File: config.mk
export PLATFORM = sky130hd
export DESIGN_NAME = mipi_delay_calib
export DESIGN_NICKNAME = d
export VERILOG_FILES = /design/src/rtl/mipi_delay_calib.sv
export SDC_FILE = /design/constraint.sdc
export NUM_CORES = 1
export LEC_CHECK = 0
export CORE_MARGIN = 2
export CORE_UTILIZATION = 30
export DETAILED_ROUTE_END_ITERATION = 12
export GPL_TIMING_DRIVEN = 0
export PLACE_DENSITY_LB_ADDON = 0.2
export SLEW_MARGIN = 0
export SYNTH_ARGS = -nofsm -noshare
export SYNTH_HDL_FRONTEND = slang
export SYNTH_SLANG_ARGS = --single-unit
File: constraint.sdc
create_clock -name clk -period 2.7 [get_ports clk]
set_input_delay 0.675 -clock clk [delete_from_list [all_inputs] [get_ports clk]]
set_output_delay 0.675 -clock clk [all_outputs]
set_load 0.01 [all_outputs]
File: src/rtl/mipi_delay_calib.sv
// mipi_delay_calib
//   Training controller for one MIPI lane iodelay. On a start pulse it sweeps
//   every tap 0..2^N-1. For each tap it writes the tap, waits for the delay
//   line and deserializer to refill, and checks the incoming bytes against the
//   HS sync pattern. It tracks the longest contiguous passing window (lowest
//   window wins a tie, no wrap from the top tap to tap 0) and finally writes
//   the window centre back to the iodelay.
//
// Ports
//   clk           system clock
//   rst_n         asynchronous active-low reset
//   in_start      1-cycle start pulse, ignored while busy
//   in_byte       deserialized byte from the lane
//   in_byte_vld   in_byte qualifier
//   out_delay     tap value to the iodelay
//   out_delay_we  1-cycle write strobe to the iodelay
//   out_busy      sweep in progress
//   out_done      calibration finished (level, held until next start)
//   out_fail      no window of at least P_MIN_EYE taps (level)
//   out_eye_lo    first tap of the chosen window
//   out_eye_hi    last tap of the chosen window
//   out_err_cnt   mismatched valid bytes over the sweep (saturating)
//
// Build options
//   MIPI_IODELAY_NBIT     default tap width (5 if not defined)
//   MIPI_CALIB_ERRCNT_EN  when defined, out_err_cnt counts mismatched valid
//                         bytes seen during CHECK; otherwise it is tied to 0
//
// state    | meaning
// ---------+-----------------------------------------------------------
// S_IDLE   | waiting for in_start; done/fail/eye/err_cnt held
// S_SET    | present the current tap to the iodelay with a write strobe
// S_SETTLE | let the delay line and byte pipeline refill, inputs ignored
// S_CHECK  | sample valid bytes against P_PATTERN for P_CHECK_CYC cycles
// S_EVAL   | fold the tap result into the run / best window, advance tap
// S_FINAL  | write the window centre (or mid tap on failure), flag done

`ifndef MIPI_IODELAY_NBIT
`define MIPI_IODELAY_NBIT 5
`endif

module mipi_delay_calib #(
  parameter int         P_DELAY_NBIT = `MIPI_IODELAY_NBIT,
  parameter int         P_SETTLE_CYC = 40,
  parameter int         P_CHECK_CYC  = 256,
  parameter logic [7:0] P_PATTERN    = 8'hB8,
  parameter int         P_MIN_EYE    = 4
) (
  input  logic                    clk,
  input  logic                    rst_n,
  input  logic                    in_start,
  input  logic [7:0]              in_byte,
  input  logic                    in_byte_vld,
  output logic [P_DELAY_NBIT-1:0] out_delay,
  output logic                    out_delay_we,
  output logic                    out_busy,
  output logic                    out_done,
  output logic                    out_fail,
  output logic [P_DELAY_NBIT-1:0] out_eye_lo,
  output logic [P_DELAY_NBIT-1:0] out_eye_hi,
  output logic [15:0]             out_err_cnt
);

  localparam int N      = P_DELAY_NBIT;
  localparam int L      = P_DELAY_NBIT + 1;
  localparam int CNT_MX = (P_SETTLE_CYC > P_CHECK_CYC) ? P_SETTLE_CYC : P_CHECK_CYC;
  localparam int CW     = $clog2(CNT_MX + 1);

  localparam logic [N-1:0]  TAP_MAX    = '1;
  localparam logic [N-1:0]  TAP_MID    = {1'b1, {(N-1){1'b0}}};
  localparam logic [CW-1:0] SETTLE_LD  = CW'(P_SETTLE_CYC - 1);
  localparam logic [CW-1:0] CHECK_LD   = CW'(P_CHECK_CYC - 1);
  localparam logic [L-1:0]  MIN_EYE    = L'(P_MIN_EYE);

  typedef enum logic [2:0] {
    S_IDLE, S_SET, S_SETTLE, S_CHECK, S_EVAL, S_FINAL
  } state_t;

  state_t        state_q, state_d;
  logic [N-1:0]  tap_q, tap_d;
  logic [N-1:0]  delay_q, delay_d;
  logic          we_q, we_d;
  logic          busy_q, busy_d;
  logic          done_q, done_d;
  logic          fail_q, fail_d;
  logic [N-1:0]  eye_lo_q, eye_lo_d;
  logic [N-1:0]  eye_hi_q, eye_hi_d;
  logic [CW-1:0] cnt_q, cnt_d;
  logic          seen_q, seen_d;
  logic          bad_q, bad_d;
  logic [L-1:0]  run_len_q, run_len_d;
  logic [N-1:0]  run_start_q, run_start_d;
  logic [L-1:0]  best_len_q, best_len_d;
  logic [N-1:0]  best_start_q, best_start_d;
`ifdef MIPI_CALIB_ERRCNT_EN
  logic [15:0]   err_cnt_q, err_cnt_d;
`endif

  // Centre rounds down: start + floor((len-1)/2), computed one bit wider.
  logic [L-1:0]  centre;
  logic [L-1:0]  best_end;
  assign centre   = {1'b0, best_start_q} + ((best_len_q - L'(1)) >> 1);
  assign best_end = {1'b0, best_start_q} + best_len_q - L'(1);

  always_comb begin
    state_d      = state_q;
    tap_d        = tap_q;
    delay_d      = delay_q;
    we_d         = 1'b0;
    busy_d       = busy_q;
    done_d       = done_q;
    fail_d       = fail_q;
    eye_lo_d     = eye_lo_q;
    eye_hi_d     = eye_hi_q;
    cnt_d        = cnt_q;
    seen_d       = seen_q;
    bad_d        = bad_q;
    run_len_d    = run_len_q;
    run_start_d  = run_start_q;
    best_len_d   = best_len_q;
    best_start_d = best_start_q;
`ifdef MIPI_CALIB_ERRCNT_EN
    err_cnt_d    = err_cnt_q;
`endif

    case (state_q)
      S_IDLE: begin
        if (in_start) begin
          done_d       = 1'b0;
          fail_d       = 1'b0;
          run_len_d    = '0;
          run_start_d  = '0;
          best_len_d   = '0;
          best_start_d = '0;
          tap_d        = '0;
          busy_d       = 1'b1;
`ifdef MIPI_CALIB_ERRCNT_EN
          err_cnt_d    = '0;
`endif
          state_d      = S_SET;
        end
      end

      S_SET: begin
        delay_d = tap_q;
        we_d    = 1'b1;
        cnt_d   = SETTLE_LD;
        state_d = S_SETTLE;
      end

      S_SETTLE: begin
        if (cnt_q == '0) begin
          cnt_d   = CHECK_LD;
          seen_d  = 1'b0;
          bad_d   = 1'b0;
          state_d = S_CHECK;
        end else begin
          cnt_d = cnt_q - CW'(1);
        end
      end

      S_CHECK: begin
        if (in_byte_vld) begin
          seen_d = 1'b1;
          if (in_byte != P_PATTERN) begin
            bad_d = 1'b1;
`ifdef MIPI_CALIB_ERRCNT_EN
            if (err_cnt_q != 16'hFFFF) err_cnt_d = err_cnt_q + 16'd1;
`endif
          end
        end
        if (cnt_q == '0) state_d = S_EVAL;
        else             cnt_d   = cnt_q - CW'(1);
      end

      S_EVAL: begin
        if (seen_q && !bad_q) begin
          run_len_d   = run_len_q + L'(1);
          run_start_d = (run_len_q == '0) ? tap_q : run_start_q;
          // Strict compare keeps the earlier (lower-tap) window on a tie.
          if (run_len_d > best_len_q) begin
            best_len_d   = run_len_d;
            best_start_d = run_start_d;
          end
        end else begin
          run_len_d = '0;
        end
        if (tap_q == TAP_MAX) begin
          state_d = S_FINAL;
        end else begin
          tap_d   = tap_q + N'(1);
          state_d = S_SET;
        end
      end

      S_FINAL: begin
        if (best_len_q >= MIN_EYE) begin
          delay_d  = N'(centre);
          eye_lo_d = best_start_q;
          eye_hi_d = N'(best_end);
          fail_d   = 1'b0;
        end else begin
          delay_d  = TAP_MID;
          eye_lo_d = '0;
          eye_hi_d = '0;
          fail_d   = 1'b1;
        end
        we_d    = 1'b1;
        done_d  = 1'b1;
        busy_d  = 1'b0;
        state_d = S_IDLE;
      end

      default: state_d = S_IDLE;
    endcase
  end

  always_ff @(posedge clk or negedge rst_n) begin
    if (!rst_n) begin
      state_q      <= S_IDLE;
      tap_q        <= '0;
      delay_q      <= TAP_MID;
      we_q         <= 1'b0;
      busy_q       <= 1'b0;
      done_q       <= 1'b0;
      fail_q       <= 1'b0;
      eye_lo_q     <= '0;
      eye_hi_q     <= '0;
      cnt_q        <= '0;
      seen_q       <= 1'b0;
      bad_q        <= 1'b0;
      run_len_q    <= '0;
      run_start_q  <= '0;
      best_len_q   <= '0;
      best_start_q <= '0;
`ifdef MIPI_CALIB_ERRCNT_EN
      err_cnt_q    <= '0;
`endif
    end else begin
      state_q      <= state_d;
      tap_q        <= tap_d;
      delay_q      <= delay_d;
      we_q         <= we_d;
      busy_q       <= busy_d;
      done_q       <= done_d;
      fail_q       <= fail_d;
      eye_lo_q     <= eye_lo_d;
      eye_hi_q     <= eye_hi_d;
      cnt_q        <= cnt_d;
      seen_q       <= seen_d;
      bad_q        <= bad_d;
      run_len_q    <= run_len_d;
      run_start_q  <= run_start_d;
      best_len_q   <= best_len_d;
      best_start_q <= best_start_d;
`ifdef MIPI_CALIB_ERRCNT_EN
      err_cnt_q    <= err_cnt_d;
`endif
    end
  end

  assign out_delay    = delay_q;
  assign out_delay_we = we_q;
  assign out_busy     = busy_q;
  assign out_done     = done_q;
  assign out_fail     = fail_q;
  assign out_eye_lo   = eye_lo_q;
  assign out_eye_hi   = eye_hi_q;
`ifdef MIPI_CALIB_ERRCNT_EN
  assign out_err_cnt  = err_cnt_q;
`else
  assign out_err_cnt  = 16'd0;
`endif

endmodule

==> Word-level counts from Yosys, hierarchy flattened <==
Index checks and enable logic that the tools add are counted.
{ "word_totals": {"ff_bits": 60, "latch_bits": 0, "ramBits": 0, "mem_bits_ro": 0, "output_inout_bits": 35, "mem_count": 0} }
{ "op_classes": {"add_sub_neg": 7, "n_mul": 0, "n_div": 0, "order_cmp": 2, "n_eq_ne": 16, "shift": 0, "mux": 40, "n_bitwise": 0, "reduce_logical": 20} }
{ "ops": {"columns": ["cell", "n"], "rows": [
  ["5-bit two-way mux", 9],
  ["5-bit case mux with 2 select lines", 4],
  ["9-bit case mux with 3 select lines", 1],
  ["6-bit two-way mux", 4],
  ["6-bit case mux with 2 select lines", 2],
  ["9-bit two-way mux", 2],
  ["2-bit != test (second input constant)", 9],
  ["3-bit case mux with 5 select lines", 1],
  ["3-bit two-way mux", 4],
  ["3-bit AND reduction", 4],
  ["5-bit adder", 2],
  ["1-bit case mux with 2 select lines", 5],
  ["9-bit logical NOT", 1],
  ["9-bit by 1-bit subtractor with 9-bit output (second input constant)", 1],
  ["1-bit two-way mux", 8],
  ["8-bit != test (second input constant)", 1],
  ["4-bit AND reduction", 2],
  ["2-bit nonzero test", 4],
  ["6-bit by 1-bit adder with 6-bit output (second input constant)", 1],
  ["3-bit by 2-bit == test with 1-bit output (second input constant)", 2],
  ["3-bit == test (second input constant)", 2],
  ["6-bit by 3-bit >= comparator with 1-bit output (second input constant)", 1],
  ["6-bit greater-than comparator", 1],
  ["6-bit logical NOT", 1],
  ["11 further kinds", 13]
]} }

==> Depth between registers and ports, before layout <==
{ "logic_depth": {"word_depth": 5, "mapped_depth": 10} }

==> Worst setup path after synthesis <==
Ideal clock, no wire load.
{ "synth_timing": {"kind": "reg-to-reg", "start": "register run_len_q[0]", "end": "register best_len_q[3]", "setup_time_ps": 125, "arrival_time_ps": 2351, "t_required_ps": 2575, "slack_ps": 224, "stages_incl_launch_ff": 11, "n_path_buf": 1, "period_less_slack_ps": 2476, "path_cell_list": "dfrtp_1 ha_1 nand3_1 xnor2_1 inv_1 ha_1 nand4_1 o21bai_1 a32oi_1 buf_2 mux2_2"} }
{ "synth_via": {"elab_chain_cells": 4, "word_cells_on_any_way": 7} }
{ "synth_rtl": {"columns": ["element", "line_no", "source"], "rows": [
  ["from (decl)", "91", "logic [L-1:0] run_len_q, run_len_d;"],
  ["from (signal assigned)", "252", "run_len_q <= run_len_d;"],
  ["6-bit by 1-bit adder with 6-bit output (*)", "178", "run_len_d = run_len_q + L'(1);"],
  ["6-bit greater-than comparator / 6-bit two-way mux (equally long branches)", "181", "if (run_len_d > best_len_q) begin"],
  ["2-bit != test (no line) / 6-bit two-way mux (equally long branches)", null, null],
  ["4-bit AND reduction (no line) / 6-bit case mux with 2 select lines (equally long branches)", null, null],
  ["to (signal assigned)", "254", "best_len_q <= best_len_d;"],
  ["to (decl)", "93", "logic [L-1:0] best_len_q, best_len_d;"]
]} }
Every way passes the cells marked *; elsewhere a longest branch is shown, timed or not. The select of a mux whose other input is x is not followed.
A chain may end at the register's enable or synchronous reset.

==> Worst setup path after layout <==
{ "layout_timing": {"start": "register run_len_q[0]", "end": "register best_len_q[4]"} }
The elaborated chain is that of the path after synthesis.

==> metrics.md <==
| Metric | Value |
|---|---|
| Gr ovfl total | 0 |
| Row Count | 40 |
| Worst EP arrival | 2.80 ns |
| Worst r2r path cells | 10 |
| Initial DRC Count | 140 |
| GRT Overall Usage | 14.0% |
| Worst vdd ir | 0.000302 V |
| Slew HR | 41.6% |
| Async set-reset flop share out of synthesis | 100% |
| Synth-to-Final Area Change | 24.5% |
| Critical path, cell by cell | ha_2 -> nand3_1 -> xnor2_2 -> inv_1 -> ha_1 -> nand4_1 -> o21bai_1 -> a32oi_1 -> buf_4 -> mux2_2 |
| Worst setup EP type | register |
| CTS HTree Levels | 3 |
| Count leader, synth | dfrtp_1 |
| CP max FO | 8 |
| Worst hold slack | 0.426 ns |
| Lkg Pwr | 2.10 nW |
| Yosys Warn Count | 0 |
| Pwr Density | slightly below 500 nW/um2 |
| Main synth FF type | dfrtp_1 |
| Clock skew | 0.00561 ns |
| Crit path time final | 2.59 ns |
| Layout cells sized above 1 | 13.8% |
| Synth Cell Area | 3650 um2 |
| Setup ws final | 0.111 ns |
| Antenna cells | 0 |
| First-pass GRT wire length | 14.1 mm |
| Largest stage delay, worst path | 0.42 ns |
| Worst-path clk slew | approximately 0.050 ns |
| RR Startpoint | run_len_q[0] |
| Slowest cell on the critical path | dfrtp_2 |
| CP delay by family, top | adder cells |
| Vias | 2904 |
| Initial core utilization | 30.5% |
| Post-Layout Inst Area | 4540 um2 |
| #FFs+latches synth | 60 |
| Later-pin clock latency in the skew report | ~0.33 ns |
| DRC viols | 0 |
| Sink Count | 60 |
| Area contributors post-synth | dfrtp_1, ha_1, mux2_2, nand2_1, o21ai_0 |
| Number of port buffers | 30 |
| Clock Path Buffers | 2 |
| Largest area contributor in the netlist | dfrtp_1 |
| Post-detailed-route wirelength per cell | 14.3 um |
| DP Cell Count | just under 600 |
| CP startpoint kind | register |
| Crit share post-route | 95.9% |
| Post-synth top area share | 40.5% |
| Hold/Removal Path Class | input port to async pin |
| Pre-CTS setup slack | -0.338 ns |
| Crit path buffers/inverters | 2 |
| Final Routed Wirelength | 8.51 mm |
| CORE AREA | 12000 um2 |
| Maxcap violations | 0 |
| DP Area | 4190 um2 |
| Slew Viols, Final | 0 |
| Fmax | 0.386 GHz |
| Setup TNS Final | 0 ns |
| Die X | about 110 um |
| Total power | 2.26 mW |
| Vias per Instance | 4.87 |
| Antenna viol nets, final | 0 |
| Die Y | between 100 and 150 um |
| Initial antenna violation count | 0 |
| Syn Area/Cell | roughly 9.4 um2 |
| Largest net degree at the start of global routing | 61 |
| # IOs | 47 |
| Reg2Reg Setup Slack | approximately 0.11 ns |
| Hpwl dp | 6.34 mm |
| 1st-pass router iterations | 4 |
| Sequential share of the synthesized area | 41.2% |
| Final setup fails | 0 |
| Run status | complete, no violations |
| Vias in the first global route | 2750 |
| Placer Congestion | between 0.7 and 0.8 |
| Utilization after layout | 38.0% |
| RSZ-0062 raised after global routing | false |
| Kind of critical path | register to register |
| Data required, critical path | 2.91 ns |
| Fin nets | 482 |
| EDFF count, synth | 0 |
| Inserted Clock Buffers | 9 |
| Synth Instances | 388 |
| Slew @ Worst Pin | approximately 0.86 ns |
| CTS tree | done |
| Final Hold Viols | 0 |
| Yosys cell types | 52 |
| DIE AREA | 13100 um2 |
| Root Buffer Master | clkbuf_16 |
| Most frequent cells after synthesis | dfrtp_1, nand2_1, inv_1, o21ai_0, ha_1 |
| Cell Count, Final, Fillers Out | 596 |
| Reg-to-Reg End | best_len_q[4] |
[state kept, by name (all words and copies together) (netlist names)]
| signal | cells |
|---|---|
| run_len_q | 6 |
| cnt_q | 9 |
| out_fail | 1 |
| best_len_q | 6 |
| best_start_q | 5 |
| out_eye_lo | 5 |
| state_q | 3 |
| out_delay | 5 |
| out_eye_hi | 5 |
| out_done | 1 |
| seen_q | 1 |
| run_start_q | 5 |
| bad_q | 1 |
| out_delay_we | 1 |
| out_busy | 1 |
| tap_q | 5 |
[worst register-to-register path, cell delays in order, from the launching register on]
cell and delay, ns:
dfrtp_2 0.42, ha_2 0.23, nand3_1 0.14, xnor2_2 0.21, inv_1 0.07, ha_1 0.30
nand4_1 0.12, o21bai_1 0.17, a32oi_1 0.26, buf_4 0.23, mux2_2 0.34
[repair_timing]
action	CTS	global route
setup endpoints to repair	7	10
resized for setup	2	3
pin swaps	0	1
hold buffers	0	0
buffers inserted	1	0
[worst max path at each step]
| stage | slack [ns] | cells past startpoint | startpoint | endpoint |
|---|---|---|---|---|
| after detailed placement | -0.34 | 6 | in_start | best_len_q[4] |
| after floorplan | 0.22 | 10 | run_len_q[0] | best_len_q[3] |
| after CTS | 0.02 | 10 | run_len_q[0] | best_len_q[4] |
| after global placement | -1.15 | 1 | rst_n | out_eye_lo[1] |
| after global routing | 0.001 | 10 | run_len_q[0] | best_start_q[1] |
| final | 0.11 | 10 | run_len_q[0] | best_len_q[4] |
[power breakdown]
group	internal (mW)	switching (mW)
registers	0.902	0.00179
clock network	0.879	0.407
logic	0.0316	0.0340
[final cells by class]
type                    count  area, um2
repair buffers             31        305
well taps                 147        184
fillers                  1206       7420
multi-input cells         279       1910
plain buffers              30        180
clock inverters             4       70.1
flip-flops and latches     60       1510
inverters                  33        124
clock buffers              12        267
[kinds of logic after synthesis]
| family | share of synthesized area (%) |
|---|---|
| XOR/XNOR | 3.36 |
| AO/OA/AOI/OAI | 15.5 |
| buffers and inverters | 8.37 |
| AND/OR/NAND/NOR | 16.7 |
| adder cells (fa/ha/maj) | 9.33 |
| flip-flops | 41.2 |
| multiplexers | 5.42 |
| other | 0.103 |
[metal layers]
metal / vias to the layer above / track usage, % / routed length [um]
li1: 1456 / - / -
met1: 1388 / 18.3 / 4180
met2: 50 / 22.3 / 3890
met3: 10 / 2.86 / 269
met4: 0 / 6.59 / 172
met5: - / 0 / 0
[layout by cell type, fill, tap and decap left out, types with 5 or more instances in the layout]
cell             synthesis  routed
clkbuf_16                0       9
xnor2_1                  8       7
conb_1                   1      16
nand4_1                  6       6
nor2_1                  15      15
nor2b_1                  5       5
nand2_1                 38      38
a21oi_1                 20      20
dfrtp_1                 59      57
nand2b_1                 5       5
buf_4                   16      19
xor2_1                   6       6
nand3_1                 13      13
nor3_1                   7       7
o21ai_0                 25      25
clkdlybuf4s50_1          0      29
clkbuf_1                11      10
ha_1                    24      23
mux2_2                  14      14
and3_1                   9       9
inv_1                   33      33
o31ai_1                  9       9
(Power assumes the default switching activity.)
